### src/rtl/game_pkg.sv
// ============================================================================
// Module      : game_pkg
// Description : Shared screen bounds, FSM state enumerations and counter sizing.
// Revision    : 1.0 - initial release
// ============================================================================
`default_nettype none

package game_pkg;

    localparam int c_SCREEN_X_MIN  = 0;
    localparam int c_SCREEN_X_MAX  = 300;
    localparam int c_SCREEN_X_INIT = 150;

    typedef enum logic [0:0] {
        M_IDLE = 1'b0,
        M_HOLD = 1'b1
    } move_state_t;

    typedef enum logic [1:0] {
        F_READY    = 2'd0,
        F_PENDING  = 2'd1,
        F_COOLDOWN = 2'd2
    } fire_state_t;

    typedef enum logic [1:0] {
        DIR_NONE  = 2'd0,
        DIR_LEFT  = 2'd1,
        DIR_RIGHT = 2'd2
    } dir_t;

    // Bits needed to hold n-1, never less than one.
    function automatic int cnt_width(input int n);
        return (n <= 2) ? 1 : $clog2(n);
    endfunction

endpackage

`default_nettype wire

### src/rtl/down_counter.sv
// ============================================================================
// Module      : down_counter
// Description : Loadable down counter that stops at zero and flags it.
// Revision    : 1.0 - initial release
// ============================================================================
`default_nettype none

module down_counter #(
    parameter int WIDTH = 8
) (
    input  logic             clock,
    input  logic             reset,
    input  logic             load,
    input  logic             enable,
    input  logic [WIDTH-1:0] load_value,
    output logic             zero
);

    logic [WIDTH-1:0] r_count;

    always_ff @(posedge clock) begin
        if (reset) begin
            r_count <= '0;
        end else if (load) begin
            r_count <= load_value;
        end else if (enable && (r_count != '0)) begin
            r_count <= r_count - 1'b1;
        end
    end

    assign zero = (r_count == '0);

endmodule

`default_nettype wire

### src/rtl/player_action_scheduler.sv
// ============================================================================
// Module      : player_action_scheduler
// Description : Turns held movement/fire keys into auto-repeating position
//               steps and rate-limited, handshaked shot requests.
// Revision    : 1.0 - initial release
// ============================================================================
`default_nettype none

module player_action_scheduler
    import game_pkg::*;
#(
    parameter int X_WIDTH       = 10,
    parameter int X_MIN         = c_SCREEN_X_MIN,
    parameter int X_MAX         = c_SCREEN_X_MAX,
    parameter int X_INIT        = c_SCREEN_X_INIT,
    parameter int MOVE_PERIOD   = 500000,
    parameter int FIRE_COOLDOWN = 12500000,
    parameter int SHOT_OFFSET   = 8
) (
    input  logic               clock,
    input  logic               reset,
    input  logic               key_a,
    input  logic               key_d,
    input  logic               key_space,
    input  logic               shot_ready,
    output logic [X_WIDTH-1:0] player_x,
    output logic               move_pulse,
    output logic               shot_valid,
    output logic [X_WIDTH-1:0] shot_x,
    output logic               fire_busy
);

    localparam int c_MOVE_CNT_W = cnt_width(MOVE_PERIOD);
    localparam int c_FIRE_CNT_W = cnt_width(FIRE_COOLDOWN);

    localparam logic [c_MOVE_CNT_W-1:0] c_MOVE_RELOAD  = c_MOVE_CNT_W'(MOVE_PERIOD - 1);
    localparam logic [c_FIRE_CNT_W-1:0] c_FIRE_RELOAD  = c_FIRE_CNT_W'(FIRE_COOLDOWN - 1);
    localparam logic [X_WIDTH-1:0]      c_X_MIN        = X_WIDTH'(X_MIN);
    localparam logic [X_WIDTH-1:0]      c_X_MAX        = X_WIDTH'(X_MAX);
    localparam logic [X_WIDTH-1:0]      c_X_INIT       = X_WIDTH'(X_INIT);
    localparam logic [X_WIDTH-1:0]      c_SHOT_OFFSET  = X_WIDTH'(SHOT_OFFSET);

    move_state_t               r_move_state, w_move_state_next;
    dir_t                      r_dir, w_dir_next, w_dir;
    logic [X_WIDTH-1:0]        r_player_x, w_player_x_next;
    logic                      r_move_pulse, w_move_pulse_next;
    logic                      w_step_req;
    logic                      w_move_load, w_move_en, w_move_zero;
    logic [c_MOVE_CNT_W-1:0]   w_move_load_val;

    fire_state_t               r_fire_state, w_fire_state_next;
    logic                      r_space_prev;
    logic                      w_space_rise;
    logic                      r_shot_valid, w_shot_valid_next;
    logic [X_WIDTH-1:0]        r_shot_x, w_shot_x_next;
    logic                      w_fire_load, w_fire_en, w_fire_zero;

    always_comb begin
        w_dir = DIR_NONE;
        if (key_a && !key_d) begin
            w_dir = DIR_LEFT;
        end else if (key_d && !key_a) begin
            w_dir = DIR_RIGHT;
        end
    end

    // A direction reversal restarts timing exactly like a fresh press.
    always_comb begin
        w_move_state_next = r_move_state;
        w_dir_next        = r_dir;
        w_step_req        = 1'b0;
        w_move_load       = 1'b0;
        w_move_en         = 1'b0;
        w_move_load_val   = c_MOVE_RELOAD;
        case (r_move_state)
            M_IDLE: begin
                if (w_dir != DIR_NONE) begin
                    w_step_req        = 1'b1;
                    w_move_load       = 1'b1;
                    w_dir_next        = w_dir;
                    w_move_state_next = M_HOLD;
                end
            end
            M_HOLD: begin
                if (w_dir == DIR_NONE) begin
                    w_move_state_next = M_IDLE;
                    w_dir_next        = DIR_NONE;
                    w_move_load       = 1'b1;
                    w_move_load_val   = '0;
                end else if (w_dir != r_dir) begin
                    w_step_req  = 1'b1;
                    w_move_load = 1'b1;
                    w_dir_next  = w_dir;
                end else if (w_move_zero) begin
                    w_step_req  = 1'b1;
                    w_move_load = 1'b1;
                end else begin
                    w_move_en = 1'b1;
                end
            end
            default: w_move_state_next = M_IDLE;
        endcase
    end

    always_comb begin
        w_player_x_next   = r_player_x;
        w_move_pulse_next = 1'b0;
        if (w_step_req) begin
            if ((w_dir == DIR_LEFT) && (r_player_x > c_X_MIN)) begin
                w_player_x_next   = r_player_x - 1'b1;
                w_move_pulse_next = 1'b1;
            end else if ((w_dir == DIR_RIGHT) && (r_player_x < c_X_MAX)) begin
                w_player_x_next   = r_player_x + 1'b1;
                w_move_pulse_next = 1'b1;
            end
        end
    end

    assign w_space_rise = key_space && !r_space_prev;

    always_comb begin
        w_fire_state_next = r_fire_state;
        w_shot_valid_next = r_shot_valid;
        w_shot_x_next     = r_shot_x;
        w_fire_load       = 1'b0;
        w_fire_en         = 1'b0;
        case (r_fire_state)
            F_READY: begin
                if (w_space_rise) begin
                    w_shot_x_next     = r_player_x + c_SHOT_OFFSET;
                    w_shot_valid_next = 1'b1;
                    w_fire_state_next = F_PENDING;
                end
            end
            F_PENDING: begin
                if (shot_ready) begin
                    w_shot_valid_next = 1'b0;
                    w_fire_load       = 1'b1;
                    w_fire_state_next = F_COOLDOWN;
                end
            end
            F_COOLDOWN: begin
                if (w_fire_zero) begin
                    w_fire_state_next = F_READY;
                end else begin
                    w_fire_en = 1'b1;
                end
            end
            default: w_fire_state_next = F_READY;
        endcase
    end

    // Space edge register resets high so a key held through reset cannot fire.
    always_ff @(posedge clock) begin
        if (reset) begin
            r_move_state <= M_IDLE;
            r_dir        <= DIR_NONE;
            r_player_x   <= c_X_INIT;
            r_move_pulse <= 1'b0;
            r_fire_state <= F_READY;
            r_space_prev <= 1'b1;
            r_shot_valid <= 1'b0;
            r_shot_x     <= '0;
        end else begin
            r_move_state <= w_move_state_next;
            r_dir        <= w_dir_next;
            r_player_x   <= w_player_x_next;
            r_move_pulse <= w_move_pulse_next;
            r_fire_state <= w_fire_state_next;
            r_space_prev <= key_space;
            r_shot_valid <= w_shot_valid_next;
            r_shot_x     <= w_shot_x_next;
        end
    end

    down_counter #(
        .WIDTH (c_MOVE_CNT_W)
    ) u_repeat_timer (
        .clock      (clock),
        .reset      (reset),
        .load       (w_move_load),
        .enable     (w_move_en),
        .load_value (w_move_load_val),
        .zero       (w_move_zero)
    );

    down_counter #(
        .WIDTH (c_FIRE_CNT_W)
    ) u_cooldown_timer (
        .clock      (clock),
        .reset      (reset),
        .load       (w_fire_load),
        .enable     (w_fire_en),
        .load_value (c_FIRE_RELOAD),
        .zero       (w_fire_zero)
    );

    assign player_x   = r_player_x;
    assign move_pulse = r_move_pulse;
    assign shot_valid = r_shot_valid;
    assign shot_x     = r_shot_x;
    assign fire_busy  = (r_fire_state != F_READY);

endmodule

`default_nettype wire

### config.mk
export PLATFORM = sky130hd
export DESIGN_NAME = player_action_scheduler
export DESIGN_NICKNAME = d
export VERILOG_FILES = /design/src/rtl/game_pkg.sv /design/src/rtl/down_counter.sv /design/src/rtl/player_action_scheduler.sv
export SDC_FILE = /design/constraint.sdc
export NUM_CORES = 1
export LEC_CHECK = 0
export ABC_AREA = 1
export CAP_MARGIN = 5
export CORE_MARGIN = 5
export CORE_UTILIZATION = 62
export CTS_BUF_LIST = sky130_fd_sc_hd__clkbuf_8
export CTS_CLUSTER_DIAMETER = 40
export DETAILED_ROUTE_END_ITERATION = 7
export PLACE_DENSITY = 0.84
export SYNTH_ARGS = -nofsm -noshare
export SYNTH_HDL_FRONTEND = slang
export SYNTH_SLANG_ARGS = --single-unit
### constraint.sdc
create_clock -name clock -period 2.7 [get_ports clock]
set_input_delay 0.54 -clock clock [delete_from_list [all_inputs] [get_ports clock]]
set_output_delay 0.54 -clock clock [all_outputs]
set_load 0.05 [all_outputs]
==> results.sh <==
export IMPL_finalPower_mw=3.03
export IMPL_placed_area_sq_um=4840
export IMPL_grt_pass1_wl_um=18700
export IMPL_max_stage_delay_ns=0.47
export IMPL_setup_tns_ns=0
export IMPL_synth_nets=674
export IMPL_critPathMaxFanout=6
export IMPL_critical_path_required_ns=2.97
export IMPL_io_pins=29
export IMPL_syn_to_final_growth_pct=17.6
export IMPL_final_min_clock_period_ns=2.56
export IMPL_insertion_delay_ns=0.35
export IMPL_worst_slew_pin_slew_ns=0.566
export IMPL_ys_seq_area_frac=0.326
export IMPL_place_congestion=0.944
export IMPL_synth_edf_count=0
export IMPL_num_vias=4346
export IMPL_core_area_sq_um=6830
export IMPL_grt_antenna_before_repair=0
export IMPL_postRouteWirelength_um=10800
export IMPL_die_h_um=93.8
export IMPL_grt_pass1_vias=4180
export IMPL_slowest_stage="clkdlybuf4s50_1"
export IMPL_n_antenna_cell=0
export IMPL_yosys_warnings=0
export IMPL_clock_sinks=71
export IMPL_power_density_nw_per_um2=591
export IMPL_worstSetupPathType="input pin to flip-flop"
export IMPL_postLayoutCoreUtil=0.750
export IMPL_slew_viol_final=0
export IMPL_synth_main_ff_cell="dfxtp_1"
export IMPL_final_cell_mix="145 x nand2_1, 112 x nor2_1, 74 x inv_1, 71 x dfxtp_1, 43 x nand3_1"
export IMPL_crit_chain="clkdlybuf4s50_1 > inv_1 > ha_1 > nand2_2 > clkinvlp_4 > buf_4 > fa_2 > nand3_1 > nand2_1 > nand2_1 > nor2_1 > nor2_1 > nand2_1 > nand2_1 > nand2_1 > a21oi_1"
export IMPL_status="finished clean"
export IMPL_grt_max_degree=23
export IMPL_critPathArrivalTime_ns=2.83
export IMPL_hold_class="flip-flop to flip-flop"
export IMPL_dp_hpwl_um=7890
export IMPL_via_per_inst=5.39
export IMPL_dieArea_sq_um=8800
export IMPL_clk_pin_slew_ns=0.08
export IMPL_wl_per_cell_um=13.5
export IMPL_io_buffers=28
export IMPL_cts_max_level=3
export IMPL_synthArstFlopShare=0
export IMPL_slew_headroom=0.619
export IMPL_final_common_cell="nand2_1"
export IMPL_grt_usage=0.261
export IMPL_cts_tree="yes"
export IMPL_ant_nets=0
export IMPL_setup_viol=0
export IMPL_ys_ff_latch=71
export IMPL_critPathCaptureType="flip-flop"
export IMPL_first_pass_iters=5
export IMPL_grt_overflow=0
export IMPL_num_rows=30
export IMPL_ir_drop_mv=0.455
export IMPL_start_util=0.638
export IMPL_drc=0
export IMPL_fmax_mhz=391
export IMPL_cts_buffer_depth=2
export IMPL_crit_top_cell="nand2_1"
export IMPL_design_area_sq_um=5120
export IMPL_finalHoldViolCount=0
export IMPL_syn_area_per_cell_sq_um=6.67
export IMPL_hold_buffers=0
export IMPL_fin_skew_ns=0.0116
export IMPL_root_buffer="clkbuf_8"
export IMPL_syn_cell_area_sq_um=4360
export IMPL_numCtsBuffers=9
export IMPL_drive_gt1_frac=0.127
export IMPL_nNetsFinal=726
export IMPL_critPathLaunchType="input pin"
export IMPL_drtIter0Drc=283
export IMPL_synth_cell_type_count=42
export IMPL_fin_crit_sh=0.947
export IMPL_p_leak_nw=2.48
export IMPL_cap_viol_max_count=0
export IMPL_die_width_um=93.8
export IMPL_synth_cells=653
==> sequential cells by signal, indices dropped and copies added (netlist names) <==
name	flops
shot_valid	1
r_move_state	1
shot_x	10
u_repeat_timer.r_count	19
r_fire_state	2
player_x	10
u_cooldown_timer.r_count	24
r_space_prev	1
r_dir	2
move_pulse	1
==> metal layers <==
layer  GRT usage  up-vias  wire length, um
met1       0.337     1964             4790
met4       0.106        0              253
met2       0.418      155             5100
met5           0        -                0
met3      0.0593       31              697
li1            -     2196                -
==> repair_timing <==
item	4_1_cts	5_1_grt
resized for setup	0	16
buffers inserted	0	3
endpoints found under the setup margin	0	3
==> power breakdown <==
group	total (mW)	switching [mW]	internal, mW
Sequential	1.19	0.0692	1.12
Combinational	0.997	0.634	0.364
Clock	0.842	0.422	0.420
==> logic make-up (layout without fill, tap and decap cells) <==
| logic type | after synthesis | count (layout) | share of synthesized area |
|---|---|---|---|
| AND/OR/NAND/NOR | 361 | 361 | 0.374 |
| buffers and inverters | 90 | 147 | 0.0870 |
| XOR/XNOR | 26 | 26 | 0.0523 |
| flip-flops | 71 | 71 | 0.326 |
| AO/OA/AOI/OAI | 90 | 90 | 0.116 |
| adder cells (fa/ha/maj) | 15 | 15 | 0.0448 |
==> area by class of cell <==
cell class / instances / area, sq um
clock buffer: 9 / 124
clock inverter: 7 / 66.3
fill: 567 / 1710
inverter: 78 / 303
multi-input combinational: 492 / 2620
sequential: 71 / 1420
tap: 96 / 120
timing repair buffer: 53 / 472
==> cell usage after synthesis, types with 2 or more instances <==
master | instances | area (sq um)
nand2_1 | 147 | 552
nor2_1 | 114 | 428
inv_1 | 73 | 274
dfxtp_1 | 71 | 1420
nand3_1 | 43 | 215
a21oi_1 | 39 | 195
o21ai_0 | 25 | 125
ha_1 | 14 | 175
xor2_1 | 14 | 123
xnor2_1 | 12 | 105
nand4_1 | 9 | 56.3
nor3_1 | 9 | 45.0
o21ai_1 | 9 | 45.0
nor2_2 | 8 | 50.1
nor2_4 | 8 | 90.1
clkbuf_1 | 7 | 26.3
o21bai_1 | 5 | 37.5
nand2_2 | 4 | 25.0
nand3_2 | 4 | 40.0
nand3b_1 | 4 | 30.0
a21oi_2 | 3 | 26.3
buf_6 | 3 | 33.8
inv_2 | 3 | 11.3
nor4_1 | 3 | 18.8
a31oi_1 | 2 | 12.5
nand2_4 | 2 | 22.5
o211ai_1 | 2 | 15.0
or2_2 | 2 | 12.5
==> per-stage QoR <==
| stage | setup WS [ns] | hold WS, ns | std cells |
|---|---|---|---|
| 2_1_floorplan | 0.257 | 0.442 | 653 |
| 3_3_place_gp | -0.0710 | 0.443 | 787 |
| 3_5_place_dp | -0.157 | 0.456 | 787 |
| 4_1_cts | 0.215 | 0.477 | 803 |
| 5_1_grt | -0.0327 | 0.533 | 806 |
| 6_report | 0.143 | 0.474 | 806 |
==> final timing paths <==
kind                                    end         from  cells after the start  slack (ns)
worst max-delay path            player_x[6]        key_d                     16        0.14
worst min-delay path             shot_valid   shot_valid                      2        0.47
worst max register to register  player_x[6]  player_x[4]                     17        0.31
worst min register to register   shot_valid   shot_valid                      2        0.47
==> critical path, delay by kind of cell <==
family                   cells  cell delay [ns]
adder cells (fa/ha/maj)      2             0.56
AND/OR/NAND/NOR              9             0.74
buffers and inverters        4             0.87
AO/OA/AOI/OAI                1             0.11
(Power assumes the default switching activity.)
